[config.mk]
export PLATFORM = sky130hd
export DESIGN_NAME = throw_control
export DESIGN_NICKNAME = d
export VERILOG_FILES = /design/src/rtl/throw_control.sv
export SDC_FILE = /design/constraint.sdc
export NUM_CORES = 1
export LEC_CHECK = 0
export ABC_AREA = 1
export BUFFER_PORTS_ARGS = -buffer_cell sky130_fd_sc_hd__buf_4
export CAP_MARGIN = 20
export CORE_UTILIZATION = 30
export DETAILED_ROUTE_END_ITERATION = 10
export PLACE_DENSITY_LB_ADDON = 0.08
export SKIP_LAST_GASP = 1
export SLEW_MARGIN = 25
export SYNTH_ARGS = -nofsm -noshare
export SYNTH_HDL_FRONTEND = slang
export SYNTH_SLANG_ARGS = --single-unit
[constraint.sdc]
create_clock -name clk60MHz -period 2.9 [get_ports clk60MHz]
set_input_delay 0.29 -clock clk60MHz [delete_from_list [all_inputs] [get_ports clk60MHz]]
set_output_delay 0.29 -clock clk60MHz [all_outputs]
set_load 0.02 [all_outputs]
[src/rtl/throw_control.sv]
// Turn/throw initiator for the cat-vs-dog game: charges speed, fires the throw, alternates turns.
// Optional build macro SPEED_PINGPONG_EN makes the charge speed bounce between SPEED_MIN and SPEED_MAX.
module throw_control #(
  parameter int unsigned CHARGE_TICKS   = 3_000_000,
  parameter int unsigned SPEED_MIN      = 1,
  parameter int unsigned SPEED_MAX      = 31,
  parameter int unsigned FLIGHT_TIMEOUT = 180_000_000
) (
  input  logic       clk60MHz,
  input  logic       rst,
  input  logic       btn_left,
  input  logic [1:0] current_player,
  input  logic       end_throw,
  input  logic [6:0] hp_player1,
  input  logic [6:0] hp_player2,
  output logic       throw_flag,
  output logic       turn,
  output logic [4:0] speed,
  output logic       charging,
  output logic       game_over,
  output logic [1:0] winner
);

  localparam logic [1:0] PLAYER_1 = 2'd1;
  localparam logic [1:0] PLAYER_2 = 2'd2;

  localparam int TICK_W = (CHARGE_TICKS > 1) ? $clog2(CHARGE_TICKS) : 1;
  localparam logic [TICK_W-1:0] TICK_LAST   = TICK_W'(CHARGE_TICKS - 1);
  localparam logic [27:0]       FLIGHT_LAST = 28'(FLIGHT_TIMEOUT - 1);
  localparam logic [4:0]        S_MIN       = 5'(SPEED_MIN);
  localparam logic [4:0]        S_MAX       = 5'(SPEED_MAX);

  typedef enum logic [2:0] {IDLE, CHARGE, FLIGHT, CHECK, OVER} state_e;

  state_e            state_q, state_d;
  logic              btn_q, btn_prev_q;
  logic [TICK_W-1:0] tick_q, tick_d;
  logic [27:0]       flight_q, flight_d;
  logic [4:0]        speed_q, speed_d;
  logic              turn_q, turn_d;
  logic              throw_q, throw_d;
  logic [1:0]        winner_q, winner_d;
  logic [6:0]        hp1_q, hp1_d, hp2_q, hp2_d;
  logic              hp_valid_q, hp_valid_d;
`ifdef SPEED_PINGPONG_EN
  logic              dir_q, dir_d;
`endif

  logic press, release_w, owner, hp1_dead, hp2_dead;

  assign press     =  btn_q & ~btn_prev_q;
  assign release_w = ~btn_q &  btn_prev_q;
  assign owner     = (!turn_q && current_player == PLAYER_1) ||
                     ( turn_q && current_player == PLAYER_2);
  // hp above 100 can only come from a 7-bit underflow in the simulator
  assign hp1_dead  = (hp1_q == 7'd0) || (hp1_q > 7'd100);
  assign hp2_dead  = (hp2_q == 7'd0) || (hp2_q > 7'd100);

  always_ff @(posedge clk60MHz) begin
    btn_prev_q <= btn_q;
    btn_q      <= btn_left;
    if (rst) begin
      btn_q      <= btn_left;
      btn_prev_q <= btn_left;
      state_q    <= IDLE;
      tick_q     <= '0;
      flight_q   <= '0;
      speed_q    <= S_MIN;
      turn_q     <= 1'b0;
      throw_q    <= 1'b0;
      winner_q   <= 2'd0;
      hp1_q      <= '0;
      hp2_q      <= '0;
      hp_valid_q <= 1'b0;
`ifdef SPEED_PINGPONG_EN
      dir_q      <= 1'b0;
`endif
    end else begin
      state_q    <= state_d;
      tick_q     <= tick_d;
      flight_q   <= flight_d;
      speed_q    <= speed_d;
      turn_q     <= turn_d;
      throw_q    <= throw_d;
      winner_q   <= winner_d;
      hp1_q      <= hp1_d;
      hp2_q      <= hp2_d;
      hp_valid_q <= hp_valid_d;
`ifdef SPEED_PINGPONG_EN
      dir_q      <= dir_d;
`endif
    end
  end

  always_comb begin
    state_d    = state_q;
    tick_d     = tick_q;
    flight_d   = flight_q;
    speed_d    = speed_q;
    turn_d     = turn_q;
    throw_d    = 1'b0;
    winner_d   = winner_q;
    hp1_d      = hp1_q;
    hp2_d      = hp2_q;
    hp_valid_d = hp_valid_q;
`ifdef SPEED_PINGPONG_EN
    dir_d      = dir_q;
`endif
    case (state_q)
      IDLE: begin
        if (press && owner) begin
          state_d = CHARGE;
          speed_d = S_MIN;
          tick_d  = '0;
`ifdef SPEED_PINGPONG_EN
          dir_d   = 1'b0;
`endif
        end
      end
      CHARGE: begin
        // a release wins over a speed step landing on the same cycle
        if (release_w) begin
          state_d    = FLIGHT;
          throw_d    = 1'b1;
          flight_d   = '0;
          hp_valid_d = 1'b0;
        end else if (tick_q == TICK_LAST) begin
          tick_d = '0;
`ifdef SPEED_PINGPONG_EN
          if (!dir_q) begin
            if (speed_q >= S_MAX) begin
              dir_d   = 1'b1;
              speed_d = S_MAX - 5'd1;
            end else begin
              speed_d = speed_q + 5'd1;
            end
          end else begin
            if (speed_q <= S_MIN) begin
              dir_d   = 1'b0;
              speed_d = S_MIN + 5'd1;
            end else begin
              speed_d = speed_q - 5'd1;
            end
          end
`else
          speed_d = (speed_q >= S_MAX) ? S_MAX : speed_q + 5'd1;
`endif
        end else begin
          tick_d = tick_q + 1'b1;
        end
      end
      FLIGHT: begin
        if (end_throw) begin
          state_d    = CHECK;
          hp1_d      = hp_player1;
          hp2_d      = hp_player2;
          hp_valid_d = 1'b1;
        end else if (flight_q == FLIGHT_LAST) begin
          state_d = CHECK;
        end else begin
          flight_d = flight_q + 28'd1;
        end
      end
      CHECK: begin
        // a timed-out flight carries no fresh hp, so it only hands over the turn
        if (hp_valid_q && hp2_dead) begin
          state_d  = OVER;
          winner_d = PLAYER_1;
        end else if (hp_valid_q && hp1_dead) begin
          state_d  = OVER;
          winner_d = PLAYER_2;
        end else begin
          state_d = IDLE;
          turn_d  = ~turn_q;
        end
      end
      OVER:    state_d = OVER;
      default: state_d = IDLE;
    endcase
  end

  always_comb begin
    throw_flag = throw_q;
    turn       = turn_q;
    speed      = speed_q;
    charging   = (state_q == CHARGE);
    game_over  = (state_q == OVER);
    winner     = (state_q == OVER) ? winner_q : 2'd0;
  end

endmodule
Word-level counts from Yosys, hierarchy flattened
Index checks and enable logic that the tools add are counted.

cells by class
  bitwise gates (word level) = 8
  mux-type cells = 28
  $lt $le $gt $ge = 3
  $add $sub $neg = 3
  reductions and logical operators = 24
  equality and inequality tests = 16

operators by type and width
  operator               count
  $mux 28                3
  $mux 22                3
  $pmux 28 s2            1
  $pmux 22 s2            1
  $add 28x1->28 const B  1
  $eq 28x28->1 const B   1
  $add 22x1->22 const B  1
  $eq 22x22->1 const B   1
  $mux 5                 4
  $mux 3                 6
  $pmux 3 s5             1
  $gt 7x7->1 const B     2
  $logic_not 7->1        2
  $reduce_and 3->1       4
  $ne 2x2->1 const B     5
  $pmux 5 s2             1
  $reduce_and 4->1       2
  $eq 3x2->1 const B     2
  $mux 2                 3
  $not 1->1              6
  $reduce_bool 2->1      3
  $add 5x1->5 const B    1
  $ge 5x5->1 const B     1
  $logic_and 1x1->1      5
  other kinds (14)       22

storage, ports and cells
  input port bits = 20
  logic and storage cells = 94
  register bits = 79

Logic depth before layout (Yosys ltp)
Gate-level depths: netlist (run 1).

  word-level depth = 6
  mapped depth = 12
  depth with buffers taken out = 12

Least setup slack after synthesis (run 1)
Ideal clock, no wire load.

  path type = reg2out
  from = register state_q[2]
  to = output winner[0]
  path slack = 1.202 ns
  data required time = 2.610 ns
  stages on the path, launching flop included = 5
  arrival = 1.408 ns
  cell sequence = dfxtp_1 inv_1 nor3_1 inv_1 nor2_1

between the ends
  word-level cells in the longest chain between the ends = 2

ends and longest elaborated chain
  what                      RTL line  source
  start: declaration        35        state_e state_q, state_d;
  start signal: assignment  79        state_q <= state_d;
  $eq 3x3->1                n/a
  net game_over             20        output logic game_over,
  $mux 2                    188       winner = (state_q == OVER) ? winner_q : 2'd0;
  end: declaration          21        output logic [1:0] winner

The timed path passes the listed nets, and every way through them passes these cells.

Final worst setup path (run 1)
  from = register state_q[1]
  to = register tick_q[12]

between the ends
  word-level cells in the longest chain between the ends = 3
  elaborated cells on any way between the ends = 7
  classes of those cells = eq/ne: 3; mux: 1; reduce/logical: 3

ends and longest elaborated chain
  what                                                              RTL line  source
  $eq 3x1->1 or $logic_not 3->1 (tied branches)                     109       case (state_q)
  $ne 2x2->1 (no source line) or $reduce_bool 2->1 (tied branches)  n/a
  $reduce_and 3->1 (no source line)                                 n/a
  end signal: assignment                                            80        tick_q <= tick_d;
  end: declaration                                                  37        logic [TICK_W-1:0] tick_q, tick_d;

Several ways; a longest one is shown, not always the timed one.
A chain may end at the register's enable or synchronous reset.

==> results.yml, run 1 <==
worst_setup_path:
  critPathRequiredTime_ns: 3.14
  worstPathArrival_ns: 2.59
  worst-path-max-fanout: 19
  crit_type: "reg2reg"
  end_kind: "flop"
  regToRegStartpoint: "state_q[1]"
  critPathLaunchType: "flop"
  rr_worst_depth: 10
  r2r_slack_ns: 0.55
  r2r-end: "tick_q[12]"
placement:
  dpl.hpwl_mm: 8.75
  port_buffers: 30
  routabilityCongestion: 0.839
synthesis:
  synthFlopType: "dfxtp_1"
  ys_seq_area_frac: 0.342
  yosysWarnings: 0
  ys_async_sr_fraction: 0
  ys_types: 40
  syn-num-nets: 767
  netlist_area_um2: 4620
  synth_edf_count: 0
  syn_avg_cell_area_um2: 6.22
  syn-instance-count: 743
  ys_ff_latch: 79
finish:
  antennaDiodeCount: 0
  final_nets: 789
  final_common_cell: "nand2_1"
  fin_util: 0.355
  seqCellArea_um2: 1580
  multi_input_area_um2: 2600
  drive_gt1_frac: 0.0924
  fillers: 1633
  final_cell_mix: "213 x nand2_1, 130 x nor2_1, 79 x dfxtp_1, 75 x inv_1, 62 x nand3_1"
  area_delta_synth_final_pct: 13.4
floorplan:
  io_pins: 31
  core_um2: 14800
  die_w_um: 126
  die_h_um: 126
  rows: 44
  start_util: 0.313
  dieArea_um2: 15900
hold_path:
  min_path_type: "in2reg"
  hold_start: "btn_left"
  hold_depth: 1
  hold_path_end: "btn_q"
clocking:
  clk_latency_ns: 0.34
  cts_sinks: 79
  cts.htree.levels: 3
  post-cts-setup-buffers: 0
  numCtsBuffers: 9
  cts_buffer_depth: 2
  ctsHoldBuffers: 0
  ctsRootBufferMaster: "clkbuf_16"
  post_cts_resized: 0
  cts_tree: "yes"
  path_clk_slew_ns: 0.06
timing:
  hold_slack_ns: 0.0627
  tns_ns: 0
  slew_viol_final: 0
  rsz0062_at_grt: "no"
  hold_viol_final: 0
  timing.final.crit_share: 0.810
  finalClockSkew_ns: 0.00463
  worstMarginPinSlew_ns: 0.732
  timing.final.crit_period_ns: 2.35
  relSlewSlack: 0.511
  finalSetupViolations: 0
  max_freq_mhz: 426
outcome:
  outcome: "finished, final reports clean"
power:
  leakage_nw: 1.89
  peakVddDrop_uv: 308
  p_per_area_nw_per_um2: 639
route:
  ant_nets: 0
  vias_per_cell: 4.67
  drt-initial-drc-count: 245
  num_vias: 4450
  drt-total-wl_mm: 12.0
  drc: 0
  avgRoutedWirePerCell_um: 12.6
  firstDrtPassIters: 4
flow_run:
  maxCapViolations: 0
global_routing:
  antenna_found_initial: 0
  globalRoute.totalOverflow: 0
  grt_max_degree: 43
  grt.total_usage: 0.159
  grt_pass1_wl_mm: 20.3
  grt_pass1_vias: 4227
sequential cells by signal (all words and copies together) (netlist names):
register / flops
state_q: 3
hp2_q: 7
speed: 5
turn: 1
btn_prev_q: 1
hp_valid_q: 1
throw_flag: 1
winner_q: 2
tick_q: 22
btn_q: 1
flight_q: 28
hp1_q: 7
synthesized netlist by cell type (all sizes together) (6+ instances only):
cell / instances / share of area
a21oi: 49 / 0.054
dfxtp: 79 / 0.34
clkbuf: 10 / 0.010
o21bai: 6 / 0.0097
nor3: 14 / 0.018
nand2: 222 / 0.19
buf: 11 / 0.019
xor2: 7 / 0.013
nor2: 132 / 0.11
nand3: 62 / 0.067
inv: 80 / 0.066
o21ai: 23 / 0.026
nand4: 24 / 0.032
power breakdown:
group          switching, mW  internal [mW]
clock network          0.452          0.677
logic                  0.733          0.249
registers             0.0732           1.16
through the flow:
step           area [µm²]  setup WS, ns  power [mW]  cells
3_3_place_gp         4950         0.533        2.25    938
4_1_cts              5240         0.523        3.42    952
3_5_place_dp         4950         0.547        2.26    938
2_1_floorplan        4620          1.20        2.08    743
6_report             5240         0.550        3.35    952
5_1_grt              5240         0.272        3.58    952
area by class of cell:
cell class                      count  share of cell area
Clock buffer                       10              0.0456
Clock inverter                      4             0.00907
Inverter                           80              0.0578
Multi-Input combinational cell    563               0.496
Sequential cell                    79               0.302
Tap cell                          184              0.0439
Timing Repair Buffer               32              0.0458
critical path, stage by stage, from the launching register on:
cell and delay, ns:
dfxtp_1 0.38, nor3_4 0.50, nand2_2 0.16, o21ai_2 0.12, nand2_4 0.17, inv_4 0.21
nand2_2 0.11, nand2_2 0.25, inv_2 0.14, o21ai_0 0.11, nor2_1 0.07
worst max path at each step:
stage,startpoint,endpoint,slack (ns)
2_1_floorplan,state_q[2],winner[0],1.20
6_report,state_q[1],tick_q[12],0.55
3_3_place_gp,state_q[1],tick_q[12],0.53
4_1_cts,state_q[1],tick_q[12],0.52
3_5_place_dp,state_q[1],tick_q[12],0.55
5_1_grt,state_q[0],tick_q[12],0.27
metal layers:
metal / vias to the layer above / global-route usage / routed length [µm]
met5: - / 0 / 0
li1: 2420 / - / -
met2: 68 / 0.270 / 5460
met3: 12 / 0.0319 / 358
met4: 0 / 0.0553 / 191
met1: 1950 / 0.199 / 5950
logic make-up (layout without fill, tap and decap cells):
| kind of cell | count (synthesis) | after routing | share of synthesized area |
|---|---|---|---|
| adders and majority gates | 4 | 4 | 0.0108 |
| AOI/OAI and AO/OA | 84 | 84 | 0.0991 |
| buffers and inverters | 101 | 126 | 0.0950 |
| and+or+nand+nor | 465 | 465 | 0.434 |
| DFF | 79 | 79 | 0.342 |
| xor gates and xnor gates | 10 | 10 | 0.0190 |
(Power assumes the default switching activity.)
==> run 2, diff against run 1 <==
Clock period 2.9 ns to 2.2 ns, I/O delays scaled along.
==> run 2 against run 1 <==
Compared with the run above: via count is 3.5% higher; cell count is 1.5% higher; register-to-register slack worse by 0.25 ns; total power is 43% higher; clock power is 53% higher; worst setup slack worse by 0.25 ns; combinational power is 46% higher; count of clock-buffer cells in the layout stayed put; largest cell class unchanged; highest routed layer unchanged.
==> results.yml, run 2 (synthesis gave the netlist of run 1 again) <==
route:
  met2WireLength_mm: 5.80
  maxUsedRoutingLayer: "met4"
  drc: 0
  num_vias: 4606
  drt-initial-drc-count: 356
  firstDrtPassIters: 4
  vias_per_cell: 4.77
  ant_nets: 0
  met1_length_mm: 6.21
  met3WireLength_um: 470
  avgRoutedWirePerCell_um: 13.0
  drt-total-wl_mm: 12.6
finish:
  antennaDiodeCount: 0
  area_delta_synth_final_pct: 16.7
  final_cell_mix: "213 x nand2_1, 130 x nor2_1, 79 x dfxtp_1, 75 x inv_1, 62 x nand3_1"
  drive_gt1_frac: 0.106
  fin_util: 0.366
  largest_reg_flops: 28
  regMostFlops: "flight_q"
  final_common_cell: "nand2_1"
  reg_top3: "flight_q (28), tick_q (22)"
  final_nets: 801
timing:
  rsz0062_at_grt: "no"
  timing.final.crit_period_ns: 1.90
  layout_setup_ws_ns: 0.302
  relSlewSlack: 0.645
  finalSetupViolations: 0
  finalClockSkew_ns: 0.00862
  max_freq_mhz: 527
  timing.final.crit_share: 0.863
  hold_viol_final: 0
  slew_viol_final: 0
  hold_slack_ns: 0.155
  tns_ns: 0
  worstMarginPinSlew_ns: 0.532
clocking:
  clk_latency_ns: 0.35
  ctsRootBufferMaster: "clkbuf_16"
  numCtsBuffers: 9
  cts_buffer_depth: 2
  path_clk_slew_ns: 0.06
  cts.htree.levels: 3
  post-cts-setup-buffers: 0
  cts_tree: "yes"
  cts_sinks: 79
floorplan:
  die_h_um: 126
  io_pins: 31
  start_util: 0.313
  rows: 44
  dieArea_um2: 15900
  die_w_um: 126
  core_um2: 14800
worst_setup_path:
  critPathRequiredTime_ns: 2.42
  worstPathArrival_ns: 2.12
  r2r_slack_ns: 0.30
  worst-path-max-fanout: 15
  end_kind: "flop"
  critPathLaunchType: "flop"
  crit_type: "reg2reg"
placement:
  dpl.hpwl_mm: 9.19
  port_buffers: 30
  place_ws_ns: 0.246
  routabilityCongestion: 0.865
global_routing:
  grt.total_usage: 0.170
  antenna_found_initial: 0
  grt_max_degree: 27
  grt_pass1_vias: 4410
  grt_pass1_wl_mm: 21.4
  globalRoute.totalOverflow: 0
flow_run:
  maxCapViolations: 0
outcome:
  outcome: "finished, final reports clean"
power:
  p_per_area_nw_per_um2: 886
  power_mw: 4.78
  peakVddDrop_uv: 420
  leakage_nw: 1.97
hold_path:
  min_path_type: "in2reg"
-- run 2: cell count changes in the layout (fill, tap and decap cells not counted) --
cell           delta
clkbuf_1          +1
buf_4            +11
clkinvlp_4        -1
nand2_8           +1
clkinv_4          +1
bufinv_16         +2
dlygate4sd3_1     +1
clkbuf_8          -1
nand2_4           -1
-- run 2: metrics by stage --
step / std cells / area (µm²)
floorplan: 743 / 4620
global placement: 949 / 5040
detailed placement: 949 / 5040
CTS: 966 / 5390
global route: 966 / 5390
finish: 966 / 5390
-- run 2: per-layer routing --
| layer | up-vias | global-route usage |
|---|---|---|
| met5 | - | 0 |
| met4 | 0 | 0.0539 |
| met3 | 6 | 0.0404 |
| met2 | 63 | 0.281 |
| met1 | 2088 | 0.216 |
| li1 | 2449 | - |
-- run 2: final timing paths --
kind            startpoint          end  cells after the start
max            flight_q[1]  flight_q[9]                     11
min reg2reg       hp1_q[4]     hp1_q[4]                      2
max reg2reg    flight_q[1]  flight_q[9]                     11
min          hp_player2[3]     hp2_q[3]                      3
-- run 2: worst max-delay path, cell delays in order, from the launching register on --
cell and delay [ns]:
dfxtp_1 0.37, ha_1 0.21, inv_1 0.10, nor2_4 0.13, nand2_2 0.12, nor2_1 0.12
nand2_1 0.07, nand2_2 0.10, nand2_4 0.16, buf_4 0.24, nand3_1 0.09, a21oi_1 0.07
-- run 2: layout make-up --
type	count	area (µm²)
Clock buffer	10	229
Clock inverter	6	109
Fill cell	1593	9360
Inverter	80	303
Multi-Input combinational cell	563	2610
Sequential cell	79	1580
Tap cell	184	230
Timing Repair Buffer	44	333
-- run 2: repair_timing --
action	CTS	global route
setup endpoints to repair	0	3
hold buffers	1	0
gates resized for setup	0	1
hold endpoints to repair	1	0
-- run 2: report_power, final --
part | switching, mW | internal [mW] | leakage, nW | total [mW]
sequential | 0.0850 | 1.53 | 0.639 | 1.62
combinational | 1.03 | 0.399 | 1.17 | 1.43
clock | 0.626 | 1.11 | 0.166 | 1.73
total | 1.74 | 3.04 | 1.97 | 4.78
==> run 3, diff against run 2 <==
Settings changed: ABC_AREA 1 to not set, SETUP_SLACK_MARGIN set to 0.1.
==> run 3 against run 2 <==
Compared with the run above: clock skew down 0.0035 ns; sequential power down 11%; via count down 20%; clock power down 18%; area after synthesis down 14%; core utilization up 1.4 points; largest power group is now sequential cells.
==> results.yml, run 3 <==
outcome:
  outcome: "finished, final reports clean"
worst_setup_path:
  startpoint: "state_q[0]"
  regToRegStartpoint: "state_q[0]"
  worst-path-max-fanout: 6
  crit_type: "reg2reg"
  critPathTopFamily: "simple AND/OR/NAND/NOR gates"
  r2r_slack_ns: 0.19
  critPathMaxStageDelay_ns: 0.57
  rr_worst_depth: 5
  end_kind: "flop"
  critPathRequiredTime_ns: 2.48
  worst-path-stages: 5
  r2r-end: "flight_q[25]"
  cp_slowest_cell: "or4_4"
  critPathLaunchType: "flop"
  cp_cell_sequence: "and4bb_2 -> o2111ai_4 -> or4_4 -> or3_1 -> a21oi_1"
  worstPathArrival_ns: 2.29
  critPathBufInv: 0
  crit_path_end: "flight_q[25]"
synthesis:
  syn-instance-count: 486
  yosysMostFrequentCell: "dfxtp_1"
  synth_edf_count: 0
  yosys.area.top_type: "dfxtp_1"
  yosysTopAreaCellShare: 0.398
  syn-num-nets: 510
  netlist_area_um2: 3970
  syn_avg_cell_area_um2: 8.17
  ys_types: 57
  synthFlopType: "dfxtp_1"
  synthTopCellsByArea: "dfxtp_1 40%, a21oi_1 6.2%, nand2_1 6.1%"
  yosysWarnings: 0
  ys_seq_area_frac: 0.398
  ys_async_sr_fraction: 0
  netlist_top_cells_count: "79 x dfxtp_1, 64 x nand2_1, 49 x a21oi_1, 34 x nor2_1, 22 x nand3_1"
  ys_ff_latch: 79
global_routing:
  antenna_found_initial: 0
  grt_pass1_wl_mm: 17.2
  globalRoute.totalOverflow: 0
  grt_max_degree: 33
  grt.total_usage: 0.165
  grt_pass1_vias: 3437
power:
  leakage_nw: 1.63
  switchingPower_mw: 0.667
  p_per_area_nw_per_um2: 613
  pwr-share-clk: 0.474
  peakVddDrop_uv: 483
  sw_frac_of_total: 0.224
  power_mw: 2.98
  internal-power_mw: 2.31
  p_comb_frac: 0.043
  power_frac_seq: 0.484
finish:
  final_cell_mix: "78 x dfxtp_1, 64 x nand2_1, 56 x buf_4, 49 x a21oi_1, 34 x nor2_1"
  largest_reg_flops: 28
  antennaDiodeCount: 0
  area_delta_synth_final_pct: 22.3
  final_common_cell: "dfxtp_1"
  seqCellArea_um2: 1580
  final_nets: 557
  multi_input_area_um2: 2310
  fillers: 1318
  drive_gt1_frac: 0.175
  stdcell_area_um2: 4850
  regMostFlops: "flight_q"
  reg_top3: "flight_q (28), tick_q (22)"
  final_cell_count_no_fill: 710
floorplan:
  rows: 41
  dieArea_um2: 13700
  io_pins: 31
  core_um2: 12800
  die_w_um: 117
  start_util: 0.311
  die_h_um: 117
hold_path:
  hold_depth: 3
  min_path_type: "in2reg"
clocking:
  numCtsBuffers: 9
  cts_buffer_depth: 2
  cts_tree: "yes"
  cts.htree.levels: 3
  path_clk_slew_ns: 0.06
  cts_sinks: 79
  ctsRootBufferMaster: "clkbuf_16"
  clk_latency_ns: 0.35
timing:
  worstMarginPinSlew_ns: 0.585
  tns_ns: 0
  rsz0062_at_grt: "yes"
  finalClockSkew_ns: 0.00509
  hold_viol_final: 0
  timing.final.crit_share: 0.916
  timing.final.crit_period_ns: 2.01
  max_freq_mhz: 496
  relSlewSlack: 0.607
  finalSetupViolations: 0
  slew_viol_final: 0
placement:
  dpl.hpwl_mm: 7.28
  port_buffers: 30
  place_inst: 691
  dpl_cell_area_um2: 4520
  routabilityCongestion: 0.782
route:
  drt-total-wl_mm: 10.3
  avgRoutedWirePerCell_um: 14.5
  num_vias: 3670
  drt-initial-drc-count: 178
  ant_nets: 0
  drc: 0
  firstDrtPassIters: 4
  vias_per_cell: 5.17
flow_run:
  maxCapViolations: 0
## run 3: cell types whose count changed after synthesis, sizes merged, moves of 10 or more
| cell | delta |
|---|---|
| or3 | +14 |
| nand2 | -158 |
| nand3 | -40 |
| xnor2 | +14 |
| nor2 | -97 |
| nor4 | +13 |
| inv | -74 |
| nand4 | -10 |
| or4 | +13 |
| o31ai | +11 |
## run 3: layer usage
metal | global-route usage | wire length [µm] | up-vias
met2 | 0.272 | 4930 | 39
met4 | 0.0557 | 146 | 0
met5 | 0 | 0 | -
li1 | - | - | 1900
met3 | 0.0484 | 357 | 10
met1 | 0.206 | 4850 | 1721
## run 3: layout make-up
cell class,instances,share of cell area
well taps,172,0.0443
clock inverters,4,0.00412
inverters,6,0.00464
flip-flops and latches,79,0.326
multi-input cells,379,0.475
repair buffers,58,0.0928
clock buffers,12,0.0528
## run 3: logic make-up (layout without fill, tap and decap cells)
group                    count (synthesis)  after routing  share of synthesized area
AND/OR/NAND/NOR                        232            232                      0.319
adder cells (fa/ha/maj)                  4              4                     0.0126
XOR/XNOR                                22             22                     0.0485
multiplexers                             1              1                    0.00284
flip-flops                              79             79                      0.398
AO/OA/AOI/OAI                          120            120                      0.189
buffers and inverters                   28             80                     0.0293
## run 3: worst min path at each step
stage | endpoint | startpoint | slack, ns
final | hp1_q[5] | hp_player1[5] | 0.12
after global routing | hp2_q[2] | hp_player2[2] | 0.12
after CTS | hp1_q[5] | hp_player1[5] | 0.11
after detailed placement | btn_q | btn_left | 0.35
after global placement | btn_q | btn_left | 0.35
after floorplan | btn_q | btn_left | 0.25
## run 3: power by group through the flow
stage	registers [mW]	logic (mW)	clock network, mW
2_1_floorplan	1.47	0.0556	0
3_5_place_dp	1.47	0.124	0
6_report	1.44	0.127	1.41
4_1_cts	1.44	0.126	1.46
5_1_grt	1.44	0.141	1.52
3_3_place_gp	1.47	0.125	0
## run 3: stage by stage
| step | setup slack (ns) | hold WS, ns | utilization |
|---|---|---|---|
| floorplan | 0.179 | 0.248 | - |
| global placement | 0.247 | 0.353 | 0.354 |
| detailed placement | 0.182 | 0.353 | 0.354 |
| CTS | 0.154 | 0.108 | 0.377 |
| global route | 0.0872 | 0.115 | 0.380 |
| finish | 0.185 | 0.116 | 0.380 |
## run 3: tightest hold or removal path: stages
cell     delay, ns
buf_4         0.11
nand2_1       0.04
a21oi_1       0.05
## run 3: repair_timing
item | 4_1_cts | 5_1_grt
hold buffers | 1 | 0
hold endpoints to repair | 1 | 0
resized for setup | 0 | 6
buffers inserted | 0 | 2
setup endpoints to repair | 0 | 28
